===== src/rtl/mcu_pkg.sv =====
// Shared constants for the multi-cycle MIPS control unit:
// state codes, opcode/funct values and datapath select encodings.
package mcu_pkg;

  typedef enum logic [3:0] {
    S_FETCH  = 4'd0,
    S_DECODE = 4'd1,
    S_MEMADR = 4'd2,
    S_MEMRD  = 4'd3,
    S_MEMWB  = 4'd4,
    S_MEMWR  = 4'd5,
    S_EXEC   = 4'd6,
    S_ALUWB  = 4'd7,
    S_BRANCH = 4'd8,
    S_ADDIEX = 4'd9,
    S_ADDIWB = 4'd10,
    S_JUMP   = 4'd11,
    S_TRAP   = 4'd12
  } state_t;

  localparam logic [5:0] OP_RTYPE = 6'd0;
  localparam logic [5:0] OP_LW    = 6'd35;
  localparam logic [5:0] OP_SW    = 6'd43;
  localparam logic [5:0] OP_BEQ   = 6'd4;
  localparam logic [5:0] OP_ADDI  = 6'd8;
  localparam logic [5:0] OP_J     = 6'd2;

  localparam logic [5:0] FN_ADD = 6'b100000;
  localparam logic [5:0] FN_SUB = 6'b100010;
  localparam logic [5:0] FN_AND = 6'b100100;
  localparam logic [5:0] FN_OR  = 6'b100101;
  localparam logic [5:0] FN_SLT = 6'b101010;

  localparam logic [3:0] ALU_AND = 4'd0;
  localparam logic [3:0] ALU_OR  = 4'd1;
  localparam logic [3:0] ALU_ADD = 4'd2;
  localparam logic [3:0] ALU_SUB = 4'd6;
  localparam logic [3:0] ALU_SLT = 4'd7;

  localparam logic [1:0] AOP_ADD   = 2'b00;
  localparam logic [1:0] AOP_SUB   = 2'b01;
  localparam logic [1:0] AOP_FUNCT = 2'b10;

  localparam logic [1:0] INSEL_B    = 2'b00;
  localparam logic [1:0] INSEL_FOUR = 2'b01;
  localparam logic [1:0] INSEL_IMM  = 2'b10;
  localparam logic [1:0] INSEL_IMM2 = 2'b11;

  localparam logic [1:0] PC_ALU    = 2'b00;
  localparam logic [1:0] PC_ALUOUT = 2'b01;
  localparam logic [1:0] PC_JUMP   = 2'b10;

  function automatic logic is_legal_funct(input logic [5:0] f);
    return (f == FN_ADD) || (f == FN_SUB) || (f == FN_AND) ||
           (f == FN_OR)  || (f == FN_SLT);
  endfunction

endpackage


===== src/rtl/multicycle_control_unit_alu_decoder.sv =====
// ALU operation decoder: ALUOp plus funct to ALUsel.
// Unknown R-type funct values fall back to ADD.
import mcu_pkg::*;

module alu_decoder #(
  parameter int ALUSEL_W = 4
) (
  input  logic [5:0]          i_funct,
  input  logic [1:0]          i_aluop,
  output logic [ALUSEL_W-1:0] o_alusel
);

  logic [3:0] w_sel;

  // Select the ALU operation from ALUOp, consulting funct for R-type
  always_comb begin
    w_sel = ALU_ADD;
    if (i_aluop == AOP_SUB) begin
      w_sel = ALU_SUB;
    end else if (i_aluop == AOP_FUNCT) begin
      case (i_funct)
        FN_ADD:  w_sel = ALU_ADD;
        FN_SUB:  w_sel = ALU_SUB;
        FN_AND:  w_sel = ALU_AND;
        FN_OR:   w_sel = ALU_OR;
        FN_SLT:  w_sel = ALU_SLT;
        default: w_sel = ALU_ADD;
      endcase
    end
  end

  assign o_alusel = ALUSEL_W'(w_sel);

endmodule


===== src/rtl/multicycle_control_unit.sv =====
// Moore-style control FSM for the multi-cycle MIPS datapath.
// Sequences fetch/decode/execute with a memory-ready handshake.
import mcu_pkg::*;

module multicycle_control_unit #(
  parameter int ALUSEL_W        = 4,
  parameter bit HAS_MEM_RDY     = 1'b1,
  parameter bit TRAP_ON_ILLEGAL = 1'b1
) (
  input  logic                clk,
  input  logic                rst,
  input  logic [5:0]          Opcode,
  input  logic [5:0]          funct,
  input  logic                MemRdy,
  output logic                MemReq,
  output logic                IorD,
  output logic                IRWE,
  output logic                PCWE,
  output logic                Branch,
  output logic                DMWE,
  output logic                MtoRFSel,
  output logic                RFDSel,
  output logic                RFWE,
  output logic                ALUSrcA,
  output logic [1:0]          ALUInSel,
  output logic [1:0]          PCSrc,
  output logic [ALUSEL_W-1:0] ALUsel,
  output logic                Illegal,
  output logic [3:0]          State
);

  state_t     r_state;
  state_t     w_next;
  logic       w_rdy;
  logic [1:0] w_aluop;

  assign w_rdy = HAS_MEM_RDY ? MemRdy : 1'b1;
  assign State = r_state;

  // State register; reset returns to FETCH
  always_ff @(posedge clk) begin
    if (rst) begin
      r_state <= S_FETCH;
    end else begin
      r_state <= w_next;
    end
  end

  // Next-state and Moore outputs, strobes gated off during reset
  always_comb begin
    w_next   = S_FETCH;
    MemReq   = 1'b0;
    IorD     = 1'b0;
    IRWE     = 1'b0;
    PCWE     = 1'b0;
    Branch   = 1'b0;
    DMWE     = 1'b0;
    MtoRFSel = 1'b0;
    RFDSel   = 1'b0;
    RFWE     = 1'b0;
    ALUSrcA  = 1'b0;
    ALUInSel = INSEL_B;
    PCSrc    = PC_ALU;
    w_aluop  = AOP_ADD;
    Illegal  = 1'b0;
    case (r_state)
      S_FETCH: begin
        MemReq   = 1'b1;
        ALUInSel = INSEL_FOUR;
        IRWE     = w_rdy;
        PCWE     = w_rdy;
        w_next   = w_rdy ? S_DECODE : S_FETCH;
      end
      S_DECODE: begin
        ALUInSel = INSEL_IMM2;
        case (Opcode)
          OP_RTYPE: w_next = is_legal_funct(funct) ? S_EXEC : S_TRAP;
          OP_LW:    w_next = S_MEMADR;
          OP_SW:    w_next = S_MEMADR;
          OP_BEQ:   w_next = S_BRANCH;
          OP_ADDI:  w_next = S_ADDIEX;
          OP_J:     w_next = S_JUMP;
          default:  w_next = S_TRAP;
        endcase
      end
      S_MEMADR: begin
        ALUSrcA  = 1'b1;
        ALUInSel = INSEL_IMM;
        w_next   = (Opcode == OP_LW) ? S_MEMRD : S_MEMWR;
      end
      S_MEMRD: begin
        MemReq = 1'b1;
        IorD   = 1'b1;
        w_next = w_rdy ? S_MEMWB : S_MEMRD;
      end
      S_MEMWB: begin
        RFWE     = 1'b1;
        MtoRFSel = 1'b1;
        w_next   = S_FETCH;
      end
      S_MEMWR: begin
        MemReq = 1'b1;
        IorD   = 1'b1;
        DMWE   = w_rdy;
        w_next = w_rdy ? S_FETCH : S_MEMWR;
      end
      S_EXEC: begin
        ALUSrcA = 1'b1;
        w_aluop = AOP_FUNCT;
        w_next  = S_ALUWB;
      end
      S_ALUWB: begin
        RFWE   = 1'b1;
        RFDSel = 1'b1;
        w_next = S_FETCH;
      end
      S_BRANCH: begin
        ALUSrcA = 1'b1;
        w_aluop = AOP_SUB;
        PCSrc   = PC_ALUOUT;
        Branch  = 1'b1;
        w_next  = S_FETCH;
      end
      S_ADDIEX: begin
        ALUSrcA  = 1'b1;
        ALUInSel = INSEL_IMM;
        w_next   = S_ADDIWB;
      end
      S_ADDIWB: begin
        RFWE   = 1'b1;
        w_next = S_FETCH;
      end
      S_JUMP: begin
        PCSrc  = PC_JUMP;
        PCWE   = 1'b1;
        w_next = S_FETCH;
      end
      S_TRAP: begin
        Illegal = 1'b1;
        w_next  = TRAP_ON_ILLEGAL ? S_TRAP : S_FETCH;
      end
      default: w_next = S_FETCH;
    endcase
    if (rst) begin
      MemReq   = 1'b0;
      IorD     = 1'b0;
      IRWE     = 1'b0;
      PCWE     = 1'b0;
      Branch   = 1'b0;
      DMWE     = 1'b0;
      MtoRFSel = 1'b0;
      RFDSel   = 1'b0;
      RFWE     = 1'b0;
      ALUSrcA  = 1'b0;
      ALUInSel = INSEL_FOUR;
      PCSrc    = PC_ALU;
      w_aluop  = AOP_ADD;
      Illegal  = 1'b0;
      w_next   = S_FETCH;
    end
  end

  alu_decoder #(
    .ALUSEL_W (ALUSEL_W)
  ) u_alu_dec (
    .i_funct  (funct),
    .i_aluop  (w_aluop),
    .o_alusel (ALUsel)
  );

endmodule


===== config.mk =====
export PLATFORM = sky130hd
export DESIGN_NAME = multicycle_control_unit
export DESIGN_NICKNAME = d
export VERILOG_FILES = /design/src/rtl/mcu_pkg.sv /design/src/rtl/multicycle_control_unit_alu_decoder.sv /design/src/rtl/multicycle_control_unit.sv
export SDC_FILE = /design/constraint.sdc
export NUM_CORES = 1
export LEC_CHECK = 0
export BUFFER_PORTS_ARGS = -buffer_cell sky130_fd_sc_hd__buf_2
export CORE_MARGIN = 3
export CORE_UTILIZATION = 40
export CTS_CLUSTER_DIAMETER = 50
export DETAILED_ROUTE_END_ITERATION = 12
export GPL_ROUTABILITY_DRIVEN = 0
export PLACE_DENSITY = 0.77
export SYNTH_ARGS = -nofsm -noshare
export SYNTH_HDL_FRONTEND = slang
export SYNTH_SLANG_ARGS = --single-unit

===== constraint.sdc =====
create_clock -name clk -period 1.5 [get_ports clk]
set_input_delay 0.075 -clock clk [delete_from_list [all_inputs] [get_ports clk]]
set_output_delay 0.075 -clock clk [all_outputs]
set_load 0.03 [all_outputs]

==> results of run 1 <==
-- per-layer routing --
metal | wire, um | track usage
met5 | 0 | 0
met4 | 422 | 0.118
met3 | 612 | 0.0521
met2 | 2170 | 0.367
met1 | 1590 | 0.257
-- kinds of logic after synthesis --
logic type	share of synthesized area
buffers and inverters	0.111
AOI/OAI and AO/OA	0.292
DFF	0.111
xor gates and xnor gates	0.0365
muxes	0.0296
other	0.00521
and+or+nand+nor	0.414
-- power by group --
group | total [W] | switching (W) | internal, W
Sequential | 0.000133 | 0.0000138 | 0.000120
Combinational | 0.000736 | 0.000402 | 0.000335
Clock | 0.000179 | 0.0000772 | 0.000102
-- placed cells by master (no fill, tap or decap), drive strengths merged, types with 2 or more instances in the layout --
cell type,netlist,layout
buf,7,74
nor2,11,11
a21oi,9,9
nor3,9,9
nand2,7,7
inv,6,5
nand2b,5,5
clkbuf,2,5
dfxtp,4,4
o21ai,4,4
and3,3,3
nor2b,3,3
o31ai,3,3
or4b,2,2
or4,2,2
a31oi,2,2
xor2,2,2
a211oi,2,2
nor4b,2,2
-- worst paths after layout --
check	startpoint	end	slack [ns]
hold reg to reg	State[2]	State[1]	0.75
hold / removal	MemRdy	State[2]	0.33
setup / recovery	State[3]	ALUsel[1]	-0.48
setup reg to reg	State[3]	State[2]	-0.22
-- area by class of cell --
| type | instances | area, um^2 |
|---|---|---|
| multi-input combinational | 85 | 746 |
| clock buffer | 4 | 26.3 |
| tap | 24 | 30.0 |
| inverter | 6 | 28.8 |
| timing repair buffer | 75 | 619 |
| fill | 32 | 56.3 |
| sequential | 4 | 87.6 |
-- tightest hold or removal path, cell delays in order --
cell and delay, ns:
buf_2 0.14, nand3_1 0.09, a31o_2 0.15, a21oi_1 0.07
-- metrics by stage --
step | worst slack [ns] | area (um^2) | TNS [ns]
after floorplan | -0.167 | 792 | -0.567
after global placement | -0.165 | 1080 | -0.366
after detailed placement | -0.178 | 1080 | -0.401
after CTS | -0.416 | 1170 | -1.64
after global routing | -0.522 | 1540 | -4.31
final | -0.484 | 1540 | -3.45
-- timing repair --
| item | CTS | global route |
|---|---|---|
| buffers inserted | 1 | 20 |
| endpoints found under the hold margin | 0 | 0 |
| resized for setup | 19 | 56 |
| setup endpoints to repair | 14 | 18 |
| pin swaps | 1 | 11 |
==> run metrics, run 1 <==
status complete, but fails checks; failing checks setup timing; max cap viols 0; Post-Place Cells 173; Cells after Synth about 100; WS Path Type reg -> out; Critical Path Max Stage Delay approximately 0.53 ns; cell accounting for the most synthesized area dfxtp_1; min setup slack post-route -0.484 ns; CP max-delay cell or4b_4; Num CTS Buffers 3; Detail Route Antenna Nets 0; synth unique cells 45; # IOs 38; vias 1339; number of port buffers 36; Worst path depth 5; DRC marker count from the first detailed-route iteration approximately 120; CP Buf/Inv Count 1; Ys Warns 0; share of the synthesized area in the top cell type 0.111; Clk pin slew, worst setup/hold paths ~0.060 ns; Startpoint Class register; final core occ 0.965; num rows 14; asr flop ratio synth 0; Vias/cell between 6 and 7; cts hold-fix bufs 0; number of synthesized register bits 4; Max Freq between 0.5 and 0.6 GHz; antenna violations before repair 0; Largest register FFs 4; CTS root buf clkbuf_4; HPWL after DPL between 1500 and 2000 um; core area 1590 um^2; TritonCTS clock tree yes; layout cells sized above 1 0.672; hold depth 4; Post-synth top flop dfxtp_1; largest cells by area after synthesis dfxtp_1 11%, a21oi_1 6.3%, nor3_1 6.3%; CP required between 1 and 1.5 ns; most common cell in the netlist nor2_1; Area growth, synth to finish 114%; average wire per standard cell between 20 and 25 um; first-pass GRT wire length 4160 um; Sink Count 4; Hold Path Class in -> reg; Final Skew 0.0173 ns; Worst path top cell family by delay simple AND/OR/NAND/NOR gates; EDFF count, synth 0; leading cell types by count after synthesis 10 x nor2_1, 9 x a21oi_1, 9 x nor3_1; nature of the critical path endpoint output pin; die area 2340 um^2; PwrDens ~700 nW/um^2; GR Util All Layers 0.219; crit path max fanout 2; H-tree depth 1; Final period util 1.32; Non-Filler Instances 198; minimum clock period about 2.0 ns; final hold violation count 0; reg2reg path depth 8; WHS around 0.33 ns; Leak Pwr around 0.71 nW; Synth Cell Area around 720 um^2; Starting Density 0.451; CP Cell Sequence nor2_4 -> nand2_2 -> or4b_4 -> or4_4 -> buf_6; Worst EP arrival around 1.9 ns; GR Overflow Total 0; # diodes 0; Die Span X 48.4 um; DRC violations left 0; Mean Syn Cell Area 6.92 um^2; clock insertion delay at the later pin of the skew report 0.27 ns; Layout Nets 190; drt pass-1 iters 5; Post-Syn Nets 119; register area share after synthesis 0.111; final WL around 4800 um; Worst VDD drop around 0.00059 V; die height approximately 48 um; endpoints failing setup 20; vias in the first global route between 900 and 1000; total power 0.00105 W; CTS Buffer Depth 2; fin. max-slew vios 0; RSZ-0062 raised after global routing true; largest net degree at the start of global routing 15
Power figures use the tool's default switching activity.
==> run 2: changes to the inputs <==
CORE_ASPECT_RATIO = 1.1   (was not set)
==> run metrics, run 2 (synthesis gave the netlist of run 1 again) <==
status complete, but fails checks; max cap viols 0; fin. max-slew vios 0; average wire per standard cell 16.5 um; H-tree depth 1; Final period util 1.29; commonest non-fill, non-tap cell in the layout buf_2; final hold violation count 0; Num CTS Buffers 3; RR Endpoint State[1]; vias in the first global route around 960; DRC violations left 0; # IOs 38; endpoints failing setup 11; Startpoint Class register; minimum clock period between 1.5 and 2 ns; Min-Delay Startpoint MemRdy; nature of the critical path endpoint output pin; min setup slack post-route -0.441 ns; antenna violations before repair 0; # diodes 0; Die Span X roughly 46 um; Clk pin slew, worst setup/hold paths about 0.05 ns; failing checks setup timing; Detail Route Antenna Nets 0; largest net degree at the start of global routing 13; number of port buffers 36; cts hold-fix bufs 0; CTS root buf clkbuf_4; Worst VDD drop between 0.0004 and 0.0005 V; Worst EP arrival ~1.9 ns; final WL approximately 2900 um; CTS Buffer Depth 2; Layout Nets 176; Non-Filler Instances between 150 and 200; Vias/cell about 6; WS Path Type reg -> out; final core occ 0.782; Final TNS setup -2.28 ns; CP required between 1 and 1.5 ns; Sink Count 4; layout cells sized above 1 0.613; reg2reg path depth 7; Area growth, synth to finish 77.4%; Final Skew around 0.0053 ns; first-pass GRT wire length roughly 4300 um; launching point of the worst reg2reg path State[3]; Post-Place Cells approximately 170; num rows 15; GR Overflow Total 0; Starting Density 0.441; core area between 1500 and 2000 um^2; DRC marker count from the first detailed-route iteration 30; die height 50.5 um; most frequent cells in the layout 27 x buf_2, 26 x buf_4, 7 x a21oi_1, 6 x nor2_1, 6 x nand2_1; RSZ-0062 raised after global routing true; Hold Path Class in -> reg; die area between 2000 and 2500 um^2; HPWL after DPL approximately 1800 um; register-to-register setup slack -0.09 ns; clock insertion delay at the later pin of the skew report between 0.2 and 0.3 ns; hold depth 4; Max Freq around 0.5 GHz; PwrDens between 600 and 700 nW/um^2; crit path max fanout 2; Leak Pwr 0.591 nW; Hold Path End State[2]; vias 1091; GR Util All Layers 0.246; Largest register FFs 4; drt pass-1 iters 4; TritonCTS clock tree yes
## run 2: changes by cell type in the layout (fill, tap and decap cells not counted), sizes merged
cell    change
buf        -13
clkbuf      -1
## run 2: final cells by class
type | instances | area [um^2]
timing repair buffer | 61 | 437
inverter | 6 | 26.3
sequential | 4 | 87.6
fill | 107 | 357
tap | 17 | 21.3
clock buffer | 4 | 26.3
multi-input combinational | 85 | 678
## run 2: power breakdown
| group | switching [W] | internal, W | total (W) |
|---|---|---|---|
| clock network | 0.0000661 | 0.000101 | 0.000167 |
| registers | 0.00000816 | 0.000120 | 0.000128 |
| logic | 0.000308 | 0.000220 | 0.000527 |
| total | 0.000382 | 0.000441 | 0.000823 |
## run 2: what timing repair did
item                                    in CTS  in global routing
buffers inserted                             5                  3
resized for setup                           23                 13
endpoints found under the setup margin      11                 17
pin swaps                                    3                  3
## run 2: metal layers
metal,vias up,track usage,share of wire
met1,512,0.292,0.36
met4,0,0.0853,0.029
met3,14,0.0394,0.091
li1,488,-,-
met5,-,0,0
met2,77,0.429,0.52
## run 2: worst max path at each step
| stage | from | end | slack (ns) | depth (start not counted) |
|---|---|---|---|---|
| 4_1_cts | State[3] | ALUsel[1] | -0.41 | 5 |
| 2_1_floorplan | State[3] | ALUsel[1] | -0.17 | 4 |
| 6_report | State[3] | ALUsel[1] | -0.44 | 5 |
| 3_5_place_dp | State[3] | ALUsel[1] | -0.19 | 5 |
| 3_3_place_gp | State[3] | ALUsel[1] | -0.17 | 5 |
| 5_1_grt | State[3] | ALUsel[2] | -0.48 | 6 |
## run 2: critical path: stages (launching register included)
cell and delay (ns):
dfxtp_4 0.35, nor2_4 0.09, nand2_2 0.08, or4b_4 0.52, or4_4 0.42, buf_6 0.15
## run 2: metrics by stage
stage / hold slack (ns) / cell area, um^2 / power [W] / worst slack, ns
floorplan: 0.251 / 792 / 0.000418 / -0.167
global placement: 0.530 / 1070 / 0.000537 / -0.166
detailed placement: 0.541 / 1070 / 0.000545 / -0.190
CTS: 0.297 / 1210 / 0.000758 / -0.407
global route: 0.297 / 1280 / 0.000862 / -0.480
finish: 0.289 / 1280 / 0.000823 / -0.441
==> run 3: changes to the inputs <==
CORE_UTILIZATION = 41   (was 40)
CTS_BUF_LIST = sky130_fd_sc_hd__clkbuf_4   (was not set)
PLACE_DENSITY = 0.79   (was 0.77)
SYNTH_HIERARCHICAL = 1   (was not set)
clock period = 1.7 ns   (was 1.5 ns; I/O delays follow)
==> run metrics, run 3 <==
status complete, but fails checks; failing checks setup timing; HPWL after DPL 1760 um; post-synthesis mux area share 0.0141; CP Buf/Inv Count 1; Non-Filler Instances 163; Final Skew ~0.0029 ns; Post-synth top flop dfxtp_1; EDFF count, synth 0; PwrDens 479 nW/um^2; switching part of the total power 0.430; compound-cell area share of the yosys netlist 0.247; H-tree depth 1; Worst EP arrival around 1.6 ns; Critical Path Max Stage Delay around 0.35 ns; DRC marker count from the first detailed-route iteration 40; Synth Cell Area slightly above 700 um^2; min setup slack post-route -0.0217 ns; Final period util 1.01; Filler Cell Count roughly 150; Worst path top cell family by delay simple AND/OR/NAND/NOR gates; asr flop ratio synth 0; Post-Synth XOR/XNOR Area 0.0370; GR Overflow Total 0; synth unique cells 42; Switch Pwr between 0.0002 and 0.00025 W; CP Cell Sequence or3_4 -> nor2_4 -> and4bb_2 -> a22o_2 -> buf_6; Num CTS Buffers 3; DRC violations left 0; RSZ-0062 raised after global routing true; clock insertion delay at the later pin of the skew report between 0.2 and 0.25 ns; CP max-delay cell dfxtp_4; Gate power share 0.560; vias roughly 950; register share of total power 0.214; Layout Nets between 150 and 200; Leak Pwr between 0.4 and 0.5 nW; number of port buffers 36; die area approximately 2300 um^2; CTS Buffer Depth 2; Area growth, synth to finish 46.6%; # IOs 38; cell accounting for the most synthesized area dfxtp_1; Cells after Synth between 100 and 150; commonest non-fill, non-tap cell in the layout buf_2; Worst VDD drop around 0.00038 V; Detail Route Antenna Nets 0; crit path max fanout 6; core area approximately 1600 um^2; P_int approximately 0.00028 W; # diodes 0; Startpoint Class register; dpl cell area about 940 um^2; num rows 15; Simple-Gate Fraction of Synth Area 0.481; TritonCTS clock tree yes; number of synthesized register bits 4; vias in the first global route ~820; Largest register FFs 4; Synth Area in Adders 0; GR Util All Layers 0.206; max cap viols 0; most frequent cells in the layout 34 x buf_2, 10 x buf_4, 9 x nand2_1, 8 x a21oi_1, 7 x nor2_1; most common cell in the netlist nor2_1; die height just under 50 um; fin area 1040 um^2; minimum clock period about 1.7 ns; Vias/cell just under 6; first-pass GRT wire length about 3600 um; Final TNS setup -0.0217 ns; Max Freq just under 0.6 GHz; final hold violation count 0; register area share after synthesis 0.113; layout cells sized above 1 0.479; CTS root buf clkbuf_4; drt pass-1 iters 4; cts hold-fix bufs 0; Clk network pwr share 0.226; nature of the critical path endpoint output pin; Post-Syn Nets between 100 and 150; CP required around 1.6 ns; final WL around 2300 um; endpoints failing setup 1; antenna violations before repair 0; largest net degree at the start of global routing 15; Hold Path Class in -> reg; leading cell types by count after synthesis 10 x nor2_1, 9 x nand2_1, 9 x nor3_1; WHS about 0.35 ns; main combinational cell family by area after synthesis simple AND/OR/NAND/NOR gates; fin. max-slew vios 0; Die Span X around 46 um; Starting Density 0.445; Ys Warns 6; Sink Count 4; share of the synthesized area in the top cell type 0.113; Mean Syn Cell Area a little under 7 um^2; average wire per standard cell about 14 um; final core occ 0.652; Clk pin slew, worst setup/hold paths about 0.030 ns; WS Path Type reg -> out; Post-Place Cells 158; largest cells by area after synthesis dfxtp_1 11%, nor3_1 6.3%, nand2b_1 6.2%
-- run 3: worst reg2reg max path, delay by kind of cell, from the launching register on --
kind                   cells  cell delay [ns]
buffers and inverters      1             0.18
AO/OA/AOI/OAI              3             0.67
AND/OR/NAND/NOR            1             0.22
flip-flops                 1             0.31
-- run 3: power groups by stage --
stage	logic, W	clock network [W]	registers (W)
after floorplan	0.000165	0	0.000124
after global placement	0.000254	0	0.000107
after detailed placement	0.000260	0	0.000108
after CTS	0.000269	0.000121	0.000107
after global routing	0.000302	0.000131	0.000107
final	0.000279	0.000113	0.000106
-- run 3: metrics by stage --
stage,total power (W),setup slack (ns)
after floorplan,0.000289,-0.0562
after global placement,0.000361,0.143
after detailed placement,0.000368,0.112
after CTS,0.000497,-0.0678
after global routing,0.000540,-0.0780
final,0.000498,-0.0217
-- run 3: metal layers --
layer / global-route usage / wire length [um]
met1: 0.264 / 985
met2: 0.319 / 1130
met3: 0.0255 / 142
met4: 0.117 / 25
met5: 0 / 0
-- run 3: layout make-up --
| type | instances | area [um^2] | area share |
|---|---|---|---|
| Tap cell | 17 | 21.3 | 0.0205 |
| Sequential cell | 4 | 85.1 | 0.0818 |
| Clock buffer | 3 | 22.5 | 0.0217 |
| Multi-Input combinational cell | 90 | 639 | 0.615 |
| Timing Repair Buffer | 45 | 256 | 0.247 |
| Inverter | 4 | 15.0 | 0.0144 |
-- run 3: cell families (layout without fill, tap and decap cells) --
| logic type | Yosys count | after routing |
|---|---|---|
| simple gates | 59 | 59 |
| compound gates | 26 | 26 |
| xor+xnor | 3 | 3 |
| buf+inv | 11 | 52 |
| flops | 4 | 4 |
| other cells | 1 | 1 |
| mux | 1 | 1 |
-- run 3: final timing paths --
kind	from	to	slack [ns]	cells after the start
hold reg to reg	State[3]	State[3]	0.67	3
setup / recovery	State[1]	ALUsel[2]	-0.02	5
setup reg to reg	State[0]	State[1]	0.20	5
hold / removal	MemRdy	State[0]	0.35	4
-- run 3: timing repair --
item | in CTS | in global routing
resized for setup | 9 | 7
pin swaps | 5 | 4
endpoints found under the hold margin | 0 | 0
setup endpoints to repair | 6 | 9
buffers inserted | 1 | 1
